[src/rtl/floating_point_pkg.sv]
// Shared constants and FSM state type for the binary32 divider.
package floating_point_pkg;

    localparam int EXP_W     = 8;
    localparam int FRAC_W    = 23;
    localparam int BIAS      = 127;
    localparam int DIV_STEPS = 25;

    localparam logic [31:0] QNAN    = 32'h7FC00000;
    localparam logic [31:0] POS_INF = 32'h7F800000;

    typedef enum logic [1:0] {
        IDLE,
        DIVIDE,
        NORMALIZE,
        DONE
    } state_t;

endpackage

[src/rtl/mantissa_restoring_divider.sv]
// Iterative restoring divider producing floor(dividend*2^24/divisor), one bit per step.
module mantissa_restoring_divider (
    input  logic        clk,
    input  logic        rst,
    input  logic        load_i,
    input  logic        step_i,
    input  logic [23:0] dividend_i,
    input  logic [23:0] divisor_i,
    output logic [24:0] quotient_o,
    output logic [24:0] remainder_o
);

    logic [24:0] rem_q;
    logic [24:0] rem_d;
    logic [23:0] div_q;
    logic [24:0] quo_q;
    logic [24:0] quo_d;
    logic        geDivisor;
    logic [24:0] diff;

    // The dividend occupies the partial remainder directly; the 2^24 scale comes from the left shifts.
    assign geDivisor = (rem_q >= {1'b0, div_q});
    assign diff      = geDivisor ? (rem_q - {1'b0, div_q}) : rem_q;
    assign rem_d     = diff << 1;
    assign quo_d     = {quo_q[23:0], geDivisor};

    always_ff @(posedge clk or posedge rst) begin
        if (rst) begin
            rem_q <= '0;
            div_q <= '0;
            quo_q <= '0;
        end else if (load_i) begin
            rem_q <= {1'b0, dividend_i};
            div_q <= divisor_i;
            quo_q <= '0;
        end else if (step_i) begin
            rem_q <= rem_d;
            quo_q <= quo_d;
        end
    end

    assign quotient_o  = quo_q;
    assign remainder_o = rem_q;

endmodule

[src/rtl/floating_point_divider.sv]
// IEEE-754 binary32 divider: special cases resolve in one cycle, normal operands take 27 cycles.
module floating_point_divider
    import floating_point_pkg::*;
(
    input  logic        clk,
    input  logic        rst,
    input  logic        start,
    input  logic [31:0] a,
    input  logic [31:0] b,
    output logic [31:0] quotient,
    output logic        busy,
    output logic        done,
    output logic        infinity,
    output logic        NAN,
    output logic        overflow,
    output logic        underflow,
    output logic        div_by_zero
);

    state_t             state_q;
    logic [4:0]         count_q;
    logic               sign_q;
    logic signed [9:0]  exp_q;
    logic [31:0]        quotient_q;
    logic               done_q;
    logic               inf_q;
    logic               nan_q;
    logic               ovf_q;
    logic               unf_q;
    logic               dbz_q;

    logic [EXP_W-1:0]   expA;
    logic [EXP_W-1:0]   expB;
    logic [FRAC_W-1:0]  fracA;
    logic [FRAC_W-1:0]  fracB;
    logic               aNan, bNan, aInf, bInf, aZero, bZero;
    logic               signRes;
    logic [9:0]         expInit;

    logic               special;
    logic [31:0]        specQ;
    logic               specNan, specInf, specDbz;

    logic               divLoad;
    logic               divStep;
    logic [24:0]        divQuo;
    logic [24:0]        remainder_unused;

    logic signed [9:0]  normExp;
    logic [FRAC_W-1:0]  normFrac;
    logic               normOvf;
    logic               normUnf;

    assign expA  = a[30:23];
    assign expB  = b[30:23];
    assign fracA = a[FRAC_W-1:0];
    assign fracB = b[FRAC_W-1:0];

    // Denormals have exp==0 and are folded into zero along with true zeros.
    assign aNan  = (&expA) & (|fracA);
    assign bNan  = (&expB) & (|fracB);
    assign aInf  = (&expA) & ~(|fracA);
    assign bInf  = (&expB) & ~(|fracB);
    assign aZero = ~(|expA);
    assign bZero = ~(|expB);

    assign signRes = a[31] ^ b[31];
    assign expInit = {2'b00, expA} - {2'b00, expB} + 10'(BIAS);

    always_comb begin
        special = 1'b1;
        specQ   = '0;
        specNan = 1'b0;
        specInf = 1'b0;
        specDbz = 1'b0;
        if (aNan | bNan | (aZero & bZero) | (aInf & bInf)) begin
            specQ   = QNAN;
            specNan = 1'b1;
        end else if (aInf) begin
            specQ   = {signRes, POS_INF[30:0]};
            specInf = 1'b1;
        end else if (bZero) begin
            specQ   = {signRes, POS_INF[30:0]};
            specInf = 1'b1;
            specDbz = 1'b1;
        end else if (bInf | aZero) begin
            specQ   = {signRes, 31'b0};
        end else begin
            special = 1'b0;
        end
    end

    assign divLoad = (state_q == IDLE) && start && !special;
    assign divStep = (state_q == DIVIDE);

    mantissa_restoring_divider u_mantissa (
        .clk         (clk),
        .rst         (rst),
        .load_i      (divLoad),
        .step_i      (divStep),
        .dividend_i  ({1'b1, fracA}),
        .divisor_i   ({1'b1, fracB}),
        .quotient_o  (divQuo),
        .remainder_o (remainder_unused)
    );

    // Mantissa ratio lies in (0.5, 2): a clear top bit means one position of left shift.
    always_comb begin
        if (divQuo[24]) begin
            normFrac = divQuo[23:1];
            normExp  = exp_q;
        end else begin
            normFrac = divQuo[22:0];
            normExp  = exp_q - 10'sd1;
        end
    end

    assign normOvf = (normExp >= 10'sd255);
    assign normUnf = (normExp <= 10'sd0);

    always_ff @(posedge clk or posedge rst) begin
        if (rst) begin
            state_q    <= IDLE;
            count_q    <= '0;
            sign_q     <= 1'b0;
            exp_q      <= '0;
            quotient_q <= '0;
            done_q     <= 1'b0;
            inf_q      <= 1'b0;
            nan_q      <= 1'b0;
            ovf_q      <= 1'b0;
            unf_q      <= 1'b0;
            dbz_q      <= 1'b0;
        end else begin
            done_q <= 1'b0;
            case (state_q)
                IDLE: begin
                    if (start) begin
                        sign_q  <= signRes;
                        exp_q   <= expInit;
                        count_q <= '0;
                        inf_q   <= 1'b0;
                        nan_q   <= 1'b0;
                        ovf_q   <= 1'b0;
                        unf_q   <= 1'b0;
                        dbz_q   <= 1'b0;
                        if (special) begin
                            quotient_q <= specQ;
                            nan_q      <= specNan;
                            inf_q      <= specInf;
                            dbz_q      <= specDbz;
                            done_q     <= 1'b1;
                            state_q    <= DONE;
                        end else begin
                            state_q <= DIVIDE;
                        end
                    end
                end
                DIVIDE: begin
                    if (count_q == 5'(DIV_STEPS - 1)) begin
                        count_q <= '0;
                        state_q <= NORMALIZE;
                    end else begin
                        count_q <= count_q + 5'd1;
                    end
                end
                NORMALIZE: begin
                    if (normOvf) begin
                        quotient_q <= {sign_q, POS_INF[30:0]};
                        ovf_q      <= 1'b1;
                        inf_q      <= 1'b1;
                    end else if (normUnf) begin
                        quotient_q <= {sign_q, 31'b0};
                        unf_q      <= 1'b1;
                    end else begin
                        quotient_q <= {sign_q, normExp[7:0], normFrac};
                    end
                    done_q  <= 1'b1;
                    state_q <= DONE;
                end
                DONE: begin
                    state_q <= IDLE;
                end
                default: begin
                    state_q <= IDLE;
                end
            endcase
        end
    end

    assign quotient    = quotient_q;
    assign busy        = (state_q != IDLE);
    assign done        = done_q;
    assign infinity    = inf_q;
    assign NAN         = nan_q;
    assign overflow    = ovf_q;
    assign underflow   = unf_q;
    assign div_by_zero = dbz_q;

endmodule

[config.mk]
export PLATFORM = sky130hd
export DESIGN_NAME = floating_point_divider
export DESIGN_NICKNAME = d
export VERILOG_FILES = /design/src/rtl/floating_point_pkg.sv /design/src/rtl/mantissa_restoring_divider.sv /design/src/rtl/floating_point_divider.sv
export SDC_FILE = /design/constraint.sdc
export NUM_CORES = 1
export LEC_CHECK = 0
export BUFFER_PORTS_ARGS = -buffer_cell sky130_fd_sc_hd__buf_2
export CAP_MARGIN = 30
export CORE_UTILIZATION = 45
export DETAILED_ROUTE_END_ITERATION = 16
export PLACE_DENSITY_LB_ADDON = 0.08
export SETUP_SLACK_MARGIN = 0.4
export SYNTH_ARGS = -nofsm -noshare
export SYNTH_HDL_FRONTEND = slang
export SYNTH_SLANG_ARGS = --single-unit
[constraint.sdc]
create_clock -name clk -period 4.18 [get_ports clk]
set_input_delay 0.836 -clock clk [delete_from_list [all_inputs] [get_ports clk]]
set_output_delay 0.836 -clock clk [all_outputs]
set_load 0.01 [all_outputs]
# --- Word-level counts from Yosys, hierarchy flattened ---
# Index checks and enable logic that the tools add are counted.
word_totals:
  output_inout_bits: 39
  input_bits: 67
  reg_bits: 130
  elab_cells: 114
op_classes:
  n_bitwise: 15
  n_eq_ne: 10
  add_sub_neg: 5
  mux: 47
  magnitude_cmp: 3
  reduce_logical: 20
op_table:
  columns: ["operator", "n"]
  rows:
  - ["$mux W32", 6]
  - ["$mux W25", 4]
  - ["$pmux W32 S2", 1]
  - ["$mux W31", 2]
  - ["$reduce_or A23 Y1", 2]
  - ["$ge A25 B24 Y1", 1]
  - ["$mux W24", 1]
  - ["$sub A24 B24 Y24", 1]
  - ["$mux W23", 1]
  - ["$mux W1", 20]
  - ["$reduce_and A8 Y1", 2]
  - ["$reduce_or A8 Y1", 2]
  - ["$add A9 B8 Y10 const B", 1]
  - ["$ge A10 B9 Y1 const B", 1]
  - ["$le A10 B1 Y1 const B", 1]
  - ["$mux W10", 1]
  - ["$mux W5", 2]
  - ["$ne A2 B2 Y1 const B", 5]
  - ["$pmux W5 S2", 1]
  - ["$sub A10 B2 Y10 const B", 1]
  - ["$sub A8 B8 Y9", 1]
  - ["$pmux W1 S2", 4]
  - ["$pmux W2 S4", 1]
  - ["$reduce_bool A2 Y1", 4]
  - ["other kinds (16)", 34]

# --- Depth between registers and ports, before layout ---
# Gate-level depths: netlist (run 1).
depth:
  depth_word: 11
  mapped_depth: 12
  depth_no_buf: 12

# --- Cells and area by module ---
# From an unflattened synthesis (run 1), not the netlist that was laid out.
unflattened:
  hier_cells: 935
  hier_area_um2: 8351.8
by_module_without_submodules:
  columns: ["module", "instances", "seq_area_each_um2", "area_each_um2", "cells_per_inst"]
  rows:
  - ["mantissa_restoring_divider", 1, 1851.8, 4628.2, 518]
  - ["floating_point_divider", 1, 1401.3, 3723.6, 417]

# --- Least setup slack after synthesis (run 1) ---
# No wires, ideal clock.
synth_timing:
  path_kind: "input-to-reg"
  startpoint: "input a[23]"
  endpoint: "register exp_q[8]"
  required_ns: 4.111
  n_path_buf: 0
  cell_stages: 12
  setup_time_ns: 0.069
  path_slack_ns: 1.103
  arrival_ns: 3.008
  cell_sequence: "inv_1 -> ha_1 -> inv_1 -> fa_1 -> a21o_1 -> a21oi_1 -> o21bai_1 -> a21oi_1 -> xnor2_1 -> or3_1 -> a211o_1 -> nand3_1"
synth_via:
  elab_chain_cells: 2
synth_rtl:
  columns: ["item", "line", "rtl"]
  rows:
  - ["start, declared", "floating_point_divider.sv:8", "input logic [31:0] a,"]
  - ["$sub A8 B8 Y9", "floating_point_divider.sv:68", "assign expInit = {2'b00, expA} - {2'b00, expB} + 10'(BIAS);"]
  - ["$add A9 B8 Y10", "floating_point_divider.sv:68", null]
  - ["end signal, assigned", "floating_point_divider.sv:140", "exp_q <= expInit;"]
  - ["end, declared", "floating_point_divider.sv:23", "logic signed [9:0] exp_q;"]
# No other way between the ends.
# A chain may end at the register's enable or synchronous reset.

# --- Worst setup path after layout (run 1) ---
layout_timing:
  startpoint: "register u_mantissa.rem_q[12], in the netlist u_mantissa.remainder_o[12]"
  endpoint: "register u_mantissa.rem_q[13], in the netlist u_mantissa.remainder_o[13]"
layout_via:
  elab_chain_cells: 4
  word_cells_on_any_way: 5
  classes_between: "1 x add/sub; 1 x order compare; 3 x mux"
layout_rtl:
  columns: ["item", "line", "rtl"]
  rows:
  - ["start, declared", "mantissa_restoring_divider.sv:13", "logic [24:0] rem_q;"]
  - ["start signal, assigned", "mantissa_restoring_divider.sv:33", "rem_q <= {1'b0, dividend_i};"]
  - ["start signal, assigned", "mantissa_restoring_divider.sv:37", "rem_q <= rem_d;"]
  - ["$sub A24 B24 Y24 / $ge A25 B24 Y1 (equally long branches)", "mantissa_restoring_divider.sv:23, mantissa_restoring_divider.sv:22", null]
  - ["$mux W24 (*)", "mantissa_restoring_divider.sv:23", "assign diff = geDivisor ? (rem_q - {1'b0, div_q}) : rem_q;"]
  - ["$mux W25 (*)", "mantissa_restoring_divider.sv:36", "end else if (step_i) begin"]
  - ["$mux W25 (*)", "mantissa_restoring_divider.sv:32", "end else if (load_i) begin"]
# Every way passes the cells marked *; elsewhere a longest branch is shown, timed or not. The select of a mux whose other input is x is not followed.

==> impl_metrics.tcl, run 1 <==
set metrics [dict create \
    drv_slew 0 \
    status "complete, no violations" \
    synth_flop_cell "dfrtp_1" \
    clockBufferDepth 2 \
    cts_root_buf "clkbuf_16" \
    rows 48 \
    clkLatencyLatePin_ps 420 \
    critPathLaunchType "flop" \
    preCtsSetupSlack_ps 797 \
    die_y_um 136 \
    final_common_cell "dfrtp_1" \
    grt.total_usage 0.231 \
    r2r_end "u_mantissa.remainder_o[13]" \
    viasPerCell 5.49 \
    synth_edf_count 0 \
    yosysTopAreaCellShare 0.403 \
    r2r_slack_ps 960 \
    worstPathRequired_ps 4490 \
    htree_levels 4 \
    ys_types 65 \
    cap_violations 0 \
    die_area_um2 18500 \
    dpl.hpwl_um 14300 \
    cts_setup_buffers 0 \
    grt_pass1_vias 6458 \
    ant_nets 0 \
    syn_nets 1023 \
    grt_pass1_wl_um 33300 \
    antenna_found_initial 0 \
    cts.clk_slew.worst_paths_ps 60 \
    area_growth_pct 16.8 \
    grt_max_degree 82 \
    wl_per_cell_um 15.8 \
    hold-path-cell-count 2 \
    route.detailed.drc 0 \
    synth.largest_area_cell "dfrtp_1" \
    min_to "u_mantissa.div_q[23]" \
    seq_area_frac_synth 0.403 \
    post-route-util 0.541 \
    tightest_slew_ps 864 \
    max-vdd-ir-drop_v 0.000359 \
    layout_common_cells "dfrtp_1 (130), buf_2 (105), nand2_1 (103)" \
    crit_path_end_kind "flop" \
    antenna_cells 0 \
    path_class "reg -> reg" \
    rsz0062_at_grt "false" \
    syn_area_um2 8070 \
    core_area_um2 17400 \
    synth_warnings 0 \
    final_nets 1118 \
    syn_inst 915 \
    drive_gt1_frac 0.165 \
    initial_core_util 0.463 \
    gr-total-overflow 0 \
    hold_class "reg -> reg" \
    final-setup-viol-count 0 \
    fmax_ghz 0.311 \
    portBuffers 105 \
    cts_num_sinks 130 \
    fin_setup_tns_ps 0 \
    fin_skew_ps 8.39 \
    relSlewSlack 0.423 \
    final_hold_viol_count 0 \
    p_leak_nw 4.34 \
    ys_ff_latch 130 \
    vias 6857 \
    post-route-period-util 0.770 \
    setup_slack_ps 960 \
    cts_tree "yes" \
    r2r_start "u_mantissa.remainder_o[12]" \
    die_x_um 136 \
    cts_buffers 17 \
    drt_iter0_drc 387 \
    power_per_cell_area_nw_per_um2 829 \
    post_cts_resized 0 \
    crit_fanout 25 \
    cts_hold_buf 0 \
    ff2ff_path_depth 10 \
    ios 106 \
    ys_top_cells_by_area "dfrtp_1 (40%), mux2i_1 (6.9%), ha_1 (6.0%), nand2_1 (4.8%), o21ai_0 (4.3%)" \
    async_flop_share 1.00 \
    min-delay-start "u_mantissa.div_q[23]" \
    fin_crit_ps 3220 \
    place.gp.congestion 0.841 \
    firstDrtPassIters 5 \
    cp_data_arrival_time_ps 3530 \
    syn_avg_cell_area_um2 8.82 \
    wirelength_um 19800 \
]
cells by family after synthesis:
group           share of synthesized area
simple gates                        0.192
compound gates                      0.185
flops                               0.403
buf+inv                            0.0462
mux                                0.0723
fa+ha+maj                          0.0655
xor+xnor                           0.0358
state kept, by name, summed over array words and instances (netlist names):
signal                  count
infinity                    1
u_mantissa.remainder_o     25
done                        1
overflow                    1
u_mantissa.quotient_o      25
exp_q                      10
sign_q                      1
quotient                   32
u_mantissa.div_q           24
underflow                   1
state_q                     2
count_q                     5
div_by_zero                 1
NAN                         1
per-stage QoR:
step	total power, mW	instances	hold WS [ps]	instance area, um^2
floorplan	5.37	915	418	8070
global placement	6.34	1216	440	8840
detailed placement	6.37	1216	451	8840
CTS	7.86	1248	465	9430
global route	8.52	1248	501	9430
finish	7.81	1248	458	9430
worst max path at each step:
stage	start	to	slack, ps	depth (start not counted)
after floorplan	a[23]	exp_q[8]	1100	12
after global placement	a[23]	exp_q[8]	840	13
after detailed placement	a[23]	exp_q[8]	800	13
after CTS	u_mantissa.remainder_o[12]	u_mantissa.remainder_o[13]	970	10
after global routing	u_mantissa.remainder_o[6]	u_mantissa.remainder_o[13]	790	10
final	u_mantissa.remainder_o[12]	u_mantissa.remainder_o[13]	960	10
cells in the mapped netlist, drive strengths merged, types with 10 or more instances:
library cell,n
nand4,13
buf,16
o31ai,10
xnor2,21
nand3,21
dfrtp,130
nor4,13
a21o,19
clkbuf,25
ha,39
nand2,103
nor3b,13
o21ai,95
nor3,16
a21oi,63
mux2i,56
inv,53
nor2b,10
xor2,12
nor2,81
routing by layer:
layer  up-vias  global-route usage  part of all wire
met4         0              0.0685             0.012
met2       127               0.357              0.46
met5         -                   0                 0
li1       3451                   -                 -
met3        18              0.0485             0.040
met1      3261               0.324              0.49
power breakdown:
group / internal, mW / total, mW / switching [mW] / leakage, nW
registers: 1.67 / 1.97 / 0.293 / 1.67
clock network: 0.858 / 1.45 / 0.592 / 0.282
logic: 1.82 / 4.40 / 2.57 / 2.39
total: 4.35 / 7.81 / 3.46 / 4.34
worst max-delay path, stage by stage (launching register included):
cell and delay, ps:
dfrtp_1 390, ha_1 380, a21o_1 230, a21oi_2 200
o211ai_1 140, a311o_1 440, o31ai_4 560, buf_12 250
mux2i_1 220, a21oi_1 90, a21o_1 190
layout make-up:
type                       count  area [um^2]
tap                          225          282
sequential                   130         3250
timing repair buffer         117          653
multi-input combinational    691         4450
clock buffer                  19          453
inverter                      53          203
clock inverter                13          128
fill                        1670         7990
Note: power is estimated with default switching activity, not from simulation.
==> run 2: changes to the inputs <==
--- a/config.mk
+++ b/config.mk
@@ -5,6 +5,7 @@
 export SDC_FILE = /design/constraint.sdc
 export NUM_CORES = 1
 export LEC_CHECK = 0
+export ABC_AREA = 1
 export BUFFER_PORTS_ARGS = -buffer_cell sky130_fd_sc_hd__buf_2
 export CAP_MARGIN = 30
 export CORE_UTILIZATION = 45
==> constraint.sdc (replaced) <==
create_clock -name clk -period 3.1 [get_ports clk]
set_input_delay 0.62 -clock clk [delete_from_list [all_inputs] [get_ports clk]]
set_output_delay 0.62 -clock clk [all_outputs]
set_load 0.01 [all_outputs]
==> run 2 against run 1 <==
Area after synthesis increased by 6.1%. Combinational power increased by 33%. Synthesized cell count increased by 30%. Clock-buffer cell count decreased by 2.
==> impl_metrics.tcl, run 2 <==
set metrics [dict create \
    status "complete, no violations" \
    syn_nets 1301 \
    antenna_found_initial 0 \
    clockBufferDepth 2 \
    drive_gt1_frac 0.155 \
    grt_pass1_vias 7614 \
    area_growth_pct 15.7 \
    vias 7921 \
    layout_common_cells "nand2_1 (354), inv_1 (147), dfrtp_1 (130)" \
    die_x_um 140 \
    post-route-util 0.529 \
    p_seq_frac 0.243 \
    startpoint "a[20]" \
    gr-total-overflow 0 \
    r2r_start "u_mantissa.remainder_o[10]" \
    place.gp.congestion 0.964 \
    tightest_slew_ps 529 \
    cts_tree "yes" \
    relSlewSlack 0.646 \
    r2r_slack_ps 750 \
    cts_root_buf "clkbuf_16" \
    crit_path_end_kind "flop" \
    synth_most_common_cell "nand2_1" \
    ys_ff_latch 130 \
    crit_top_cell "nand2_1" \
    ff2ff_path_depth 12 \
    firstDrtPassIters 7 \
    viasPerCell 5.13 \
    synth_edf_count 0 \
    cts_setup_buffers 0 \
    fill_cells 1913 \
    cts_buffers 17 \
    switching_share 0.486 \
    path_class "in -> reg" \
    cpLargestDelayFamily "simple AND/OR/NAND/NOR gates" \
    rows 50 \
    crit_fanout 27 \
    portBuffers 105 \
    comb_power_share 0.564 \
    antenna_cells 0 \
    rsz0062_at_grt "false" \
    fin_crit_ps 2360 \
    syn_inst 1193 \
    post_cts_resized 0 \
    cts.clk_slew.worst_paths_ps 70 \
    synth_warnings 0 \
    dpl.hpwl_um 16800 \
    ios 106 \
    worstPathRequired_ps 3460 \
    core_area_um2 18700 \
    ys_types 44 \
    cp.depth 12 \
    drv_slew 0 \
    final_area_um2 9900 \
    cap_violations 0 \
    cp_cell_sequence "buf_2 -> nor2_1 -> nand2_1 -> nor2_1 -> nand4_1 -> nand2_1 -> nor2_2 -> nand2_4 -> nand2_4 -> inv_2 -> o211ai_1 -> nand2_1" \
    final-setup-viol-count 0 \
    wirelength_um 22200 \
    die_area_um2 19600 \
    ys_top_cells_by_count "nand2_1 (354), inv_1 (148), dfrtp_1 (130)" \
    cts_hold_buf 0 \
    ys_top_cells_by_area "dfrtp_1 (38%), nand2_1 (16%), inv_1 (6.5%), ha_1 (5.7%), nor2_1 (4.7%)" \
    preCtsSetupSlack_ps 353 \
    p_clk_frac 0.193 \
    final_nets 1404 \
    syn_area_um2 8560 \
    cp_data_arrival_time_ps 2730 \
    final_common_cell "nand2_1" \
    synth.largest_area_cell "dfrtp_1" \
    clkLatencyLatePin_ps 430 \
    grt_max_degree 82 \
    syn_avg_cell_area_um2 7.18 \
    final_hold_viol_count 0 \
    fin_skew_ps 9.32 \
    initial_core_util 0.458 \
    r2r_end "u_mantissa.remainder_o[20]" \
    p_int_mw 5.35 \
    max-vdd-ir-drop_v 0.000602 \
    fin_setup_tns_ps 0 \
    htree_levels 4 \
    p_leak_nw 5.06 \
    hold_class "in -> async" \
    largest_reg_flops 32 \
    route.detailed.drc 0 \
    seq_area_frac_synth 0.380 \
    wl_met2_um 9430 \
    drt_iter0_drc 424 \
    setup_slack_ps 737 \
    wl_per_cell_um 14.4 \
    async_flop_share 1.00 \
    power_switching_mw 5.06 \
    grt_pass1_wl_um 38000 \
    post-route-period-util 0.762 \
    route.met3.wl_um 1060 \
    cts_num_sinks 130 \
    synth_flop_cell "dfrtp_1" \
    die_y_um 140 \
    grt.total_usage 0.244 \
    cpPeakStageDelay_ps 400 \
    fmax_ghz 0.423 \
    top_layer "met4" \
    met1_length_um 11400 \
    yosysTopAreaCellShare 0.380 \
    critPathLaunchType "primary input" \
    critPathSlowestCell "inv_2" \
    ant_nets 0 \
    placed_area_um2 9320 \
    power_per_cell_area_nw_per_um2 1050 \
    path_buf_inv 2 \
]
## run 2: worst register-to-register path, delay by kind of cell, from the launching register on
| kind | cells | cell delay, ps |
|---|---|---|
| flops | 1 | 400 |
| fa+ha+maj | 1 | 360 |
| compound gates | 2 | 790 |
| simple gates | 9 | 690 |
## run 2: area by class of cell
cell class | count | area (um^2) | share of cell area
flip-flops and latches | 130 | 3250 | 0.328
inverters | 158 | 597 | 0.0603
clock inverters | 15 | 160 | 0.0162
multi-input cells | 871 | 4510 | 0.456
repair buffers | 118 | 661 | 0.0667
clock buffers | 17 | 425 | 0.0430
well taps | 234 | 293 | 0.0296
## run 2: kinds of logic after synthesis
family | share of synthesized area
simple gates | 0.307
compound gates | 0.134
buf+inv | 0.0927
flops | 0.380
fa+ha+maj | 0.0617
xor+xnor | 0.0246
## run 2: worst max-delay path by stage
stage	to	slack (ps)
3_3_place_gp	u_mantissa.remainder_o[4]	420
4_1_cts	u_mantissa.remainder_o[19]	720
3_5_place_dp	u_mantissa.remainder_o[4]	350
6_report	u_mantissa.remainder_o[4]	740
2_1_floorplan	exp_q[7]	850
5_1_grt	quotient[20]	460
## run 2: per-layer routing
metal,vias to the layer above,track usage
li1,4093,-
met1,3601,0.355
met3,17,0.0400
met2,210,0.372
met4,0,0.0688
met5,-,0
## run 2: power groups by stage
stage | Sequential, mW | Clock [mW] | Combinational, mW
finish | 2.53 | 2.01 | 5.87
detailed placement | 2.55 | 0 | 5.84
global placement | 2.55 | 0 | 5.80
global route | 2.59 | 2.13 | 6.72
CTS | 2.53 | 2.05 | 5.87
floorplan | 2.52 | 0 | 4.43
## run 2: stage by stage
step                      total power [mW]  std cells  hold slack (ps)
after floorplan                       6.95       1193              426
after global placement                8.35       1511              447
after detailed placement              8.39       1511              450
after CTS                             10.5       1543              238
after global routing                  11.4       1543              274
final                                 10.4       1543              235
==> run 3: changes to the inputs <==
==> constraint.sdc (replaced) <==
create_clock -name clk -period 2.2 [get_ports clk]
set_input_delay 0.44 -clock clk [delete_from_list [all_inputs] [get_ports clk]]
set_output_delay 0.44 -clock clk [all_outputs]
set_load 0.01 [all_outputs]
==> run 3 against run 2 <==
First-iteration DRC count rose by 27%. Clock power rose by 43%. Sequential power rose by 45%. Core utilization rose by 9.8 points. Highest routed layer unchanged. Worst setup slack got worse by 660 ps. Non-clock buffer count rose by 92. Clock skew barely moved. Final area rose by 19%. Largest power group unchanged. Clock-buffer cell count did not move. Worst hold slack improved by 1.5 ps. Combinational power rose by 96%.
==> impl_metrics.tcl, run 3 (same netlist as run 2, synthesis figures left out) <==
set metrics [dict create \
    cap_violations 0 \
    viasPerCell 5.14 \
    ant_nets 0 \
    grt.total_usage 0.251 \
    critPathLaunchType "flop" \
    antenna_found_initial 0 \
    rsz0062_at_grt "true" \
    wl_met2_um 10500 \
    area_growth_pct 37.1 \
    status "complete, no violations" \
    initial_core_util 0.458 \
    die_area_um2 19600 \
    placed_area_um2 10300 \
    cts_buffers 17 \
    top_layer "met4" \
    final_hold_viol_count 0 \
    met1_length_um 12000 \
    cts.clk_slew.worst_paths_ps 70 \
    worstPathRequired_ps 2510 \
    clkLatencyLatePin_ps 430 \
    dpl.hpwl_um 17200 \
    portBuffers 105 \
    fmax_ghz 0.472 \
    wl_per_cell_um 14.7 \
    fin_crit_ps 2120 \
    min-delay-start "b[6]" \
    wirelength_um 24000 \
    post-route-period-util 0.964 \
    final_common_cell "nand2_1" \
    die_x_um 140 \
    route.detailed.drc 0 \
    cpPeakStageDelay_ps 430 \
    path_class "reg -> reg" \
    core_area_um2 18700 \
    largest_reg_flops 32 \
    holdWs_ps 236 \
    htree_levels 4 \
    vias 8410 \
    drive_gt1_frac 0.325 \
    min_to "u_mantissa.div_q[6]" \
    ff2ff_path_depth 16 \
    place.gp.congestion 0.902 \
    antenna_cells 0 \
    critPathSlowestCell "dfrtp_1" \
    cts_root_buf "clkbuf_16" \
    r2r_end "quotient[1]" \
    drv_slew 0 \
    layout_common_cells "nand2_1 (320), dfrtp_1 (128), inv_1 (124)" \
    cp_cell_sequence "inv_2 -> ha_4 -> inv_2 -> nor2_4 -> nand4_1 -> nand2_1 -> nand2_2 -> inv_2 -> nand2_2 -> nor2_4 -> nand3_4 -> nand2_4 -> nor2_4 -> nand2_4 -> bufbuf_16 -> o21ai_2" \
    hold_class "in -> reg" \
    power_per_cell_area_nw_per_um2 1540 \
    grt_pass1_wl_um 39100 \
    cp_data_arrival_time_ps 2430 \
    post-route-util 0.627 \
    route.met3.wl_um 1110 \
    p_leak_nw 5.71 \
    crit_path_end_kind "flop" \
    fin_setup_tns_ps 0 \
    die_y_um 140 \
    firstDrtPassIters 5 \
    grt_pass1_vias 7977 \
    ios 106 \
    cts_tree "yes" \
    clockBufferDepth 2 \
    grt_max_degree 100 \
    final_nets 1496 \
    drt_iter0_drc 538 \
    final_area_um2 11700 \
    gr-total-overflow 0 \
    crit_fanout 5 \
    rows 50 \
    place_inst 1558 \
    fill_cells 1684 \
    final-setup-viol-count 0 \
    hold-path-cell-count 3 \
    final_cells 1635 \
    max-vdd-ir-drop_v 0.000777 \
    fin_skew_ps 8.99 \
    tightest_slew_ps 559 \
    r2r_start "exp_q[1]" \
    cts_num_sinks 130 \
    relSlewSlack 0.627 \
    r2r_slack_ps 80 \
]
## run 3: cell count changes in the layout (fill, tap and decap cells not counted), moves of 22 or more
cell,before,now
ha_4,0,25
nand2_2,3,30
nand2_1,354,320
buf_4,10,73
inv_1,147,124
ha_1,39,11
a21oi_2,1,23
a21oi_1,43,18
## run 3: metrics by stage
| stage | power [mW] | worst slack (ps) |
|---|---|---|
| final | 18.0 | 79.3 |
| after CTS | 17.3 | 140 |
| after floorplan | 10.7 | 151 |
| after detailed placement | 13.6 | -55.8 |
| after global placement | 13.5 | -38.9 |
| after global routing | 19.5 | -30.4 |
## run 3: worst max-delay path: cells and delay by family (launching register included)
kind,cells,cell delay [ps]
AOI/OAI and AO/OA,1,40
and+or+nand+nor,10,910
adders and majority gates,1,140
DFF,1,430
buffers and inverters,4,470
## run 3: power breakdown
part           total (mW)  switching [mW]  internal (mW)  leakage (nW)
combinational        11.5            6.62           4.87          3.74
sequential           3.68           0.556           3.13          1.69
clock                2.87            1.25           1.62         0.287
total                18.0            8.43           9.61          5.71
## run 3: worst max path at each step
| stage | startpoint | endpoint | cells past startpoint | slack (ps) |
|---|---|---|---|---|
| 2_1_floorplan | rst | NAN | 1 | 150 |
| 3_3_place_gp | a[16] | quotient[10] | 15 | -40 |
| 3_5_place_dp | a[16] | u_mantissa.remainder_o[15] | 15 | -60 |
| 4_1_cts | exp_q[1] | quotient[12] | 17 | 140 |
| 5_1_grt | exp_q[1] | quotient[7] | 16 | -30 |
| 6_report | exp_q[1] | quotient[1] | 16 | 80 |
## run 3: per-layer routing
metal,up-vias,global-route usage
li1,4273,-
met1,3900,0.368
met2,206,0.378
met3,31,0.0482
met4,0,0.0648
met5,-,0
## run 3: cell type report
cell class,count,area [um^2],share of cell area
clock inverter,15,161,0.0138
tap,234,293,0.0249
inverter,158,612,0.0521
clock buffer,17,425,0.0362
sequential,130,3260,0.277
multi-input combinational,871,5350,0.455
timing repair buffer,210,1640,0.140
## run 3: repair_timing
item                                    CTS  global route
pin swaps                                22            39
endpoints found under the hold margin     6             0
setup buffers                            24            18
resized for setup                        46            94
endpoints found under the setup margin   62           114
cloned                                    2             0
hold buffers                              1             0
